$ cat src/rtl/icache.sv
// Direct-mapped read-only instruction cache, 8 lines x 16 B.
// Hits answer combinationally; misses stall and fill a whole block.
module icache (
  input  logic         CLK,
  input  logic         RESET,
  input  logic [31:0]  PC,
  output logic [31:0]  INSTRUCTION,
  output logic         BUSYWAIT,
  output logic         mem_read,
  output logic [5:0]   mem_address,
  input  logic [127:0] mem_readdata,
  input  logic         mem_busywait
);

  typedef enum logic [1:0] {
    IDLE,
    MEM_READ,
    UPDATE
  } state_e;

  state_e         state_q;
  logic [7:0]     valid_q;
  logic [2:0]     tag_q  [8];
  logic [127:0]   data_q [8];
  logic [5:0]     miss_q;

  logic [2:0]     pc_tag;
  logic [2:0]     pc_idx;
  logic [1:0]     pc_off;
  logic [127:0]   line;
  logic           hit;
  logic           unused_pc;

  assign pc_tag    = PC[9:7];
  assign pc_idx    = PC[6:4];
  assign pc_off    = PC[3:2];
  assign unused_pc = ^{PC[31:10], PC[1:0]};
  assign line      = data_q[pc_idx];

  // Lookup only counts in IDLE; other states are mid-refill.
  assign hit = (state_q == IDLE) && valid_q[pc_idx]
               && (tag_q[pc_idx] == pc_tag);

  // Controller and storage: detect miss, wait on memory, fill line.
  always_ff @(posedge CLK) begin
    if (RESET) begin
      state_q <= IDLE;
      valid_q <= '0;
      miss_q  <= '0;
    end else begin
      unique case (state_q)
        IDLE: begin
          if (!hit) begin
            miss_q  <= PC[9:4];
            state_q <= MEM_READ;
          end
        end
        MEM_READ: begin
          if (!mem_busywait) begin
            data_q[miss_q[2:0]]  <= mem_readdata;
            tag_q[miss_q[2:0]]   <= miss_q[5:3];
            valid_q[miss_q[2:0]] <= 1'b1;
            state_q              <= UPDATE;
          end
        end
        UPDATE: state_q <= IDLE;
        default: state_q <= IDLE;
      endcase
    end
  end

  // CPU and memory side outputs; reset forces everything quiet.
  always_comb begin
    INSTRUCTION = '0;
    BUSYWAIT    = 1'b0;
    mem_read    = 1'b0;
    mem_address = '0;
    if (!RESET) begin
      unique case (state_q)
        IDLE: begin
          if (hit) begin
            INSTRUCTION = line[{pc_off, 5'b0} +: 32];
          end else begin
            BUSYWAIT = 1'b1;
          end
        end
        MEM_READ: begin
          BUSYWAIT    = 1'b1;
          mem_read    = 1'b1;
          mem_address = miss_q;
        end
        UPDATE: BUSYWAIT = 1'b1;
        default: BUSYWAIT = 1'b1;
      endcase
    end
  end

endmodule

$ cat config.mk
export PLATFORM = sky130hd
export DESIGN_NAME = icache
export DESIGN_NICKNAME = d
export VERILOG_FILES = /design/src/rtl/icache.sv
export SDC_FILE = /design/constraint.sdc
export NUM_CORES = 1
export LEC_CHECK = 0
export ABC_AREA = 1
export BUFFER_PORTS_ARGS = -buffer_cell sky130_fd_sc_hd__clkbuf_2
export CELL_PAD_IN_SITES_DETAIL_PLACEMENT = 1
export CELL_PAD_IN_SITES_GLOBAL_PLACEMENT = 2
export CORE_UTILIZATION = 43
export DETAILED_ROUTE_END_ITERATION = 6
export PLACE_DENSITY = 0.81
export SYNTH_ARGS = -nofsm -noshare
export SYNTH_HDL_FRONTEND = slang
export SYNTH_SLANG_ARGS = --single-unit
$ cat constraint.sdc
create_clock -name CLK -period 8.7 [get_ports CLK]
set_input_delay 1.305 -clock CLK [delete_from_list [all_inputs] [get_ports CLK]]
set_output_delay 1.305 -clock CLK [all_outputs]
set_load 0.01 [all_outputs]
==> results_dict.tcl, run 1 <==
set metrics [dict create \
    run_status "finished, final reports clean" \
    post_cts_hold_buffer_count 0 \
    combinationalPowerShare 0.060 \
    final.min_clock_period_ns 6.338 \
    drive_above_1_share 0.1203 \
    ctsResizeCount 0 \
    groute.layer.met2.usage 0.4148 \
    drv.max_cap_violation_count 0 \
    layout_worst_path_cycle_share 0.7285 \
    tritoncts_buffers 110 \
    worst_setup_path_start_kind "input port" \
    power.share.switching 0.2268 \
    hold_start "valid_q[2]$_SDFFE_PP0P_" \
    design_power_total_w 0.01103 \
    fmax_ghz 0.1578 \
    drt-wirelength-per-cell_um 26.69 \
    die_y_um 315.9 \
    multiInputGateArea_mm2 0.009376 \
    final_routed_wirelength_across_all_metal_layers_um 128000 \
    synth_seq_area_share 0.7505 \
    fill_cells 9773 \
    hold_viol_final 0 \
    cp.arrival_ns 5.03 \
    intPower_w 0.008526 \
    ff_latch_area_mm2 0.03179 \
    power.net_switching_w 0.002500 \
    cts_post_setup_buffers_inserted 0 \
    io_buffers 178 \
    postSynth.topFlopCell "sky130_fd_sc_hd__edfxtp_1" \
    area.growth.synth_to_final_pct 12.86 \
    setup.worst_path.end_class "output pin" \
    vdd_ir_drop_max_v 0.0001699 \
    cts_sinks 1064 \
    post-synth-top-count-cell "sky130_fd_sc_hd__edfxtp_1" \
    drt_iter0_markers 2455 \
    critical_path.max_fanout 104 \
    grt_pass1_vias 29259 \
    r2r_cells 9 \
    fp.dieW_um 315.9 \
    grt_antenna_before_repair 22 \
    crit-reg2reg-capture "data_q[1][117]$_DFFE_PP_" \
    gp_congestion 0.7760 \
    clock_latency_ns 0.71 \
    globalRouteOverflowTotal 0 \
    r2r_setup_slack_ns 5.16 \
    grt_use_total 0.2555 \
    design.portCount 203 \
    synth_top_cell_by_area "sky130_fd_sc_hd__edfxtp_1" \
    grt_pass1_wl_um 187300 \
    synth.distinct_cells 21 \
    placement_rows 114 \
    setup_viol 0 \
    async_flop_share 0 \
    grt_util_met1 0.3396 \
    clk_root_buffer_cell "sky130_fd_sc_hd__clkbuf_16" \
    initial_core_util 0.4361 \
    dr_total_vias 27843 \
    postRouteAntennaNets 0 \
    synth_top_area_share 0.7429 \
    tns_ns 0 \
    seqPwrFrac 0.517 \
    hpwl_reported_at_the_end_of_detailed_placement_um 68330 \
    worstHoldPathType "flip-flop to flip-flop" \
    synth_nets 3492 \
    cts.reportedPaths.clkPinSlew_ns 0.06 \
    dr.pass1.iters 5 \
    grt_max_degree 260 \
    worstSetupPathType "input port to output pin" \
    timing.max_slew.rel_slack 0.2263 \
    synthesis.yosys.warnings 0 \
    cellPowerDensity_mw_per_mm2 230.7 \
    power.leakage_nw 16.62 \
    clock_path_buffers 3 \
    global_route.usage.met3 0.04709 \
    die_area_mm2 0.09977 \
    placeableCoreArea_mm2 0.09714 \
    tritoncts_clock_tree "built" \
    clkPwrFrac 0.423 \
    rr_startpoint "state_q[0]$_SDFFE_PP0P_" \
    avgViaCountPerCell 5.807 \
    unrepaired_setup_endpoints_after_global_routing "false" \
    worstHoldEndpoint "valid_q[2]$_SDFFE_PP0P_" \
    synth_top_cells_by_count "sky130_fd_sc_hd__edfxtp_1, sky130_fd_sc_hd__nand2_1, sky130_fd_sc_hd__nand3_1" \
    synth-seq-cells 1064 \
    drc_errors 0 \
    synthesis.area_mm2 0.04236 \
    nets 3584 \
    skew_ns 0.02413 \
    synth_enable_flop_cells 1048 \
    synthTopCellsByArea "sky130_fd_sc_hd__edfxtp_1, sky130_fd_sc_hd__nand2_1, sky130_fd_sc_hd__nand3_1" \
    timing.critical_path.required_ns 7.39 \
    max_slew.worst_pin.slew_ns 1.161 \
    holdPathStages 2 \
    maxSlewViolCount 0 \
    clock_tree.htree_level_count 3 \
    grt.busiest_layer "met2" \
    synthCells 3329 \
    mean_syn_cell_area_um2 12.72 \
]
## flip-flops by register name, indices dropped and copies added (netlist names)
name,cells
data_q,1024
valid_q,8
state_q,2
miss_q,6
tag_q,24
## per-layer routing
metal,up-vias,share of wire
li1,12340,-
met3,236,0.063
met4,32,0.036
met1,14387,0.42
met2,848,0.47
met5,-,0.0016
## through the flow
stage               instance area [um^2]  hold WS (ns)  worst slack (ns)  instances    util
floorplan                          42360        0.4231            0.5895       3329       -
global placement                   44240        0.4363             2.482       4585  0.4554
detailed placement                 44240        0.4639             2.422       4585  0.4554
CTS                                47800        0.4804             2.433       4791  0.4921
global route                       47800        0.5129             2.170       4794  0.4921
finish                             47810        0.4833             2.362       4795  0.4922
## cells in the final DEF (no fill, tap or decap), drive strengths merged, types with 2 or more instances in the layout
cell	instances
clkbuf	301
nor2	30
o22ai	7
a21oi	371
buf	36
a22oi	165
dfxtp	16
nand3	498
nand2	917
clkinv	63
o21ai	2
diode	4
inv	48
edfxtp	1048
bufinv	12
## worst max path at each step
stage	start	end	slack, ns	cells after the start
4_1_cts	PC[4]	INSTRUCTION[29]	2.43	10
3_3_place_gp	PC[4]	INSTRUCTION[29]	2.48	10
5_1_grt	PC[4]	INSTRUCTION[29]	2.17	10
6_report	PC[4]	INSTRUCTION[30]	2.36	10
2_1_floorplan	RESET	data_q[1][0]$_DFFE_PP_	0.59	5
3_5_place_dp	PC[4]	INSTRUCTION[29]	2.42	10
## power by group through the flow
stage	sequential, W	combinational, W	clock, W
after floorplan	0.00582	0.000378	0
after global placement	0.00581	0.000628	0
after detailed placement	0.00581	0.000661	0
after CTS	0.00570	0.000665	0.00473
after global routing	0.00570	0.000722	0.00490
final	0.00570	0.000666	0.00466
## kinds of logic after synthesis
logic type	share of synthesized area
and+or+nand+nor	0.1429
buffers and inverters	0.02957
AOI/OAI and AO/OA	0.07700
DFF	0.7505
## cell type report
cell class,count,share of cell area
antenna,4,0.0002094
clock buffer,127,0.05891
clock inverter,79,0.01555
inverter,45,0.004083
multi-input combinational,1990,0.1961
sequential,1064,0.6650
tap,1276,0.03340
timing repair buffer,210,0.02675
## worst max-delay path, cell delays in order
cell	delay, ns
sky130_fd_sc_hd__buf_8	0.51
sky130_fd_sc_hd__buf_4	0.74
sky130_fd_sc_hd__buf_4	0.78
sky130_fd_sc_hd__a21oi_1	0.17
sky130_fd_sc_hd__a22oi_1	0.24
sky130_fd_sc_hd__nand2_1	0.08
sky130_fd_sc_hd__nand3_1	0.11
sky130_fd_sc_hd__nand3_1	0.42
sky130_fd_sc_hd__a21oi_2	0.32
sky130_fd_sc_hd__clkbuf_2	0.17
Power figures use the tool's default switching activity.
==> run 2, diff against run 1 <==
--- a/config.mk
+++ b/config.mk
@@ -9,9 +9,9 @@
 export BUFFER_PORTS_ARGS = -buffer_cell sky130_fd_sc_hd__clkbuf_2
 export CELL_PAD_IN_SITES_DETAIL_PLACEMENT = 1
 export CELL_PAD_IN_SITES_GLOBAL_PLACEMENT = 2
-export CORE_UTILIZATION = 43
+export CORE_UTILIZATION = 39
 export DETAILED_ROUTE_END_ITERATION = 6
-export PLACE_DENSITY = 0.81
+export PLACE_DENSITY = 0.78
 export SYNTH_ARGS = -nofsm -noshare
 export SYNTH_HDL_FRONTEND = slang
 export SYNTH_SLANG_ARGS = --single-unit
==> constraint.sdc (replaced) <==
create_clock -name CLK -period 5.5 [get_ports CLK]
set_input_delay 0.825 -clock CLK [delete_from_list [all_inputs] [get_ports CLK]]
set_output_delay 0.825 -clock CLK [all_outputs]
set_load 0.01 [all_outputs]
==> run 2 against run 1 <==
Design area is 0.55% higher. Count of clock-buffer cells in the layout is 7 higher. Non-clock buffer count is 27 higher. Combinational power is 61% higher. Global-route usage is 3.0 points lower. Clock power is 49% higher. Cell count is 3.1% higher. First-iteration DRC count is 6.3% lower. Critical path depth is 5 higher. Routed wire length is 2.2% lower. Critical endpoint is now INSTRUCTION[1]. Via count is 1.9% lower. Flip-flop and latch count stayed put.
==> results_dict.tcl, run 2 (same netlist as run 1, synthesis figures left out) <==
set metrics [dict create \
    path_cells "buf_8 -> inv_16 -> nand2_1 -> nand3_1 -> nand3_1 -> nand2_1 -> nor2_1 -> nand2_1 -> nor2_2 -> nand2_2 -> inv_2 -> nand2_2 -> buf_4 -> a21oi_2 -> clkbuf_2" \
    drc_errors 0 \
    pre_cts_slack_ns 0.7702 \
    intPower_w 0.01317 \
    tritoncts_buffers 108 \
    placement_rows 120 \
    die_y_um 331.6 \
    drv.max_cap_violation_count 0 \
    post-route-worst-setup-slack_ns 0.7480 \
    power.leakage_nw 16.64 \
    seqPwrFrac 0.530 \
    worstHoldPathType "input port to flip-flop" \
    clk_root_buffer_cell "sky130_fd_sc_hd__clkbuf_16" \
    worst_setup_path_start_kind "input port" \
    clkPwrFrac 0.407 \
    clock_latency_ns 0.70 \
    maxSlewViolCount 0 \
    drt_iter0_markers 2300 \
    design.portCount 203 \
    postRouteAntennaNets 0 \
    crit_path_max_incr_delay_ns 0.40 \
    cts_post_setup_buffers_inserted 0 \
    largest_reg_flops 1024 \
    ctsResizeCount 0 \
    run_status "finished, final reports clean" \
    clock_tree.htree_level_count 3 \
    grt_use_total 0.2252 \
    layout.cells.most_common_list "sky130_fd_sc_hd__edfxtp_1, sky130_fd_sc_hd__nand2_1, sky130_fd_sc_hd__nand3_1" \
    vdd_ir_drop_max_v 0.0002368 \
    placeableCoreArea_mm2 0.1074 \
    timing.critical_path.required_ns 4.68 \
    cp_slowest_cell "sky130_fd_sc_hd__buf_4" \
    grt_pass1_vias 27801 \
    grt_max_degree 170 \
    grt_antenna_before_repair 26 \
    cp.arrival_ns 3.93 \
    skew_ns 0.02707 \
    hpwl_reported_at_the_end_of_detailed_placement_um 69680 \
    initial_core_util 0.3946 \
    combinationalPowerShare 0.063 \
    cellPowerDensity_mw_per_mm2 354.0 \
    clock_path_buffers 3 \
    power.net_switching_w 0.003850 \
    dr_total_vias 27318 \
    final_routed_wirelength_across_all_metal_layers_um 125100 \
    unrepaired_setup_endpoints_after_global_routing "false" \
    drt-wirelength-per-cell_um 25.31 \
    grt_pass1_wl_um 183900 \
    final.min_clock_period_ns 4.752 \
    max_slew.worst_pin.slew_ns 1.217 \
    fp.dieW_um 331.6 \
    io_buffers 178 \
    design_area_mm2 0.04807 \
    worst_path_most_repeated_cell "sky130_fd_sc_hd__nand2_1" \
    layout_worst_path_cycle_share 0.8640 \
    die_area_mm2 0.1099 \
    dr.pass1.iters 5 \
    worstSetupPathType "input port to output pin" \
    timing.max_slew.rel_slack 0.1884 \
    globalRouteOverflowTotal 0 \
    setup_viol 0 \
    mostFrequentLayoutCell "sky130_fd_sc_hd__edfxtp_1" \
    hold_viol_final 0 \
    tritoncts_clock_tree "built" \
    fill_cells 10954 \
    placed_instance_area_mm2 0.04476 \
    setup.worst_path.end_class "output pin" \
    gp_congestion 0.7898 \
    post_cts_hold_buffer_count 0 \
    area.growth.synth_to_final_pct 13.48 \
    cts_sinks 1064 \
    cts.reportedPaths.clkPinSlew_ns 0.06 \
    critical_path.max_fanout 169 \
    drive_above_1_share 0.1197 \
    fmax_ghz 0.2104 \
    nets 3609 \
    avgViaCountPerCell 5.527 \
    power.share.switching 0.2263 \
]
run 2: cell types whose count changed in the layout (fill, tap and decap cells not counted), moves of 3 or more:
cell / previous run / this run
sky130_fd_sc_hd__buf_12: 10 / 22
sky130_fd_sc_hd__buf_4: 23 / 38
sky130_fd_sc_hd__bufinv_16: 12 / 6
sky130_fd_sc_hd__clkbuf_1: 17 / 25
sky130_fd_sc_hd__clkinv_1: 24 / 35
sky130_fd_sc_hd__clkinv_2: 33 / 15
sky130_fd_sc_hd__clkinv_4: 3 / 0
sky130_fd_sc_hd__clkinvlp_4: 1 / 5
run 2: layer usage:
metal	wire [um]	GRT usage	vias to the layer above	share of wire
met5	243	0	-	0.0019
met4	3878	0.08629	38	0.031
met3	7602	0.04601	182	0.061
met2	58090	0.3530	682	0.46
met1	55300	0.3084	14034	0.44
li1	-	-	12382	-
run 2: final timing paths:
kind	from	to	slack, ns	cells past startpoint
worst max-delay path	PC[4]	INSTRUCTION[1]	0.75	15
worst min-delay path	mem_readdata[104]	data_q[6][104]$_DFFE_PP_	0.40	1
worst max register to register	state_q[0]$_SDFFE_PP0P_	data_q[7][12]$_DFFE_PP_	2.42	9
worst min register to register	valid_q[2]$_SDFFE_PP0P_	valid_q[2]$_SDFFE_PP0P_	0.47	2
run 2: final cells by class:
class                      instances  area (um^2)  share of cell area
sequential                      1064        31790              0.6613
multi-input combinational       1990         9376              0.1951
clock buffer                     134         2821             0.05869
tap                             1403         1755             0.03652
timing repair buffer             237         1638             0.03407
clock inverter                    65        479.2            0.009969
inverter                          45        197.7            0.004112
antenna                            5        12.51           0.0002603
run 2: critical path: cells and delay by family:
family,cells,cell delay [ns]
buffers and inverters,5,1.39
AO/OA/AOI/OAI,1,0.24
AND/OR/NAND/NOR,9,1.26
run 2: power groups by stage:
stage | sequential [W] | clock (W) | combinational, W
floorplan | 0.00919 | 0 | 0.000599
global placement | 0.00918 | 0 | 0.00104
detailed placement | 0.00919 | 0 | 0.00107
CTS | 0.00902 | 0.00705 | 0.00108
global route | 0.00902 | 0.00732 | 0.00117
finish | 0.00902 | 0.00693 | 0.00107
run 2: metrics by stage:
| step | power [W] | setup TNS, ns | std cells | utilization | hold WS [ns] |
|---|---|---|---|---|---|
| 2_1_floorplan | 0.009793 | -1116.41 | 3329 | - | 0.4231 |
| 3_3_place_gp | 0.01023 | 0 | 4739 | 0.4169 | 0.4393 |
| 3_5_place_dp | 0.01026 | 0 | 4739 | 0.4169 | 0.4612 |
| 4_1_cts | 0.01714 | 0 | 4938 | 0.4477 | 0.3609 |
| 5_1_grt | 0.01750 | 0 | 4940 | 0.4477 | 0.3823 |
| 6_report | 0.01702 | 0 | 4943 | 0.4478 | 0.3957 |
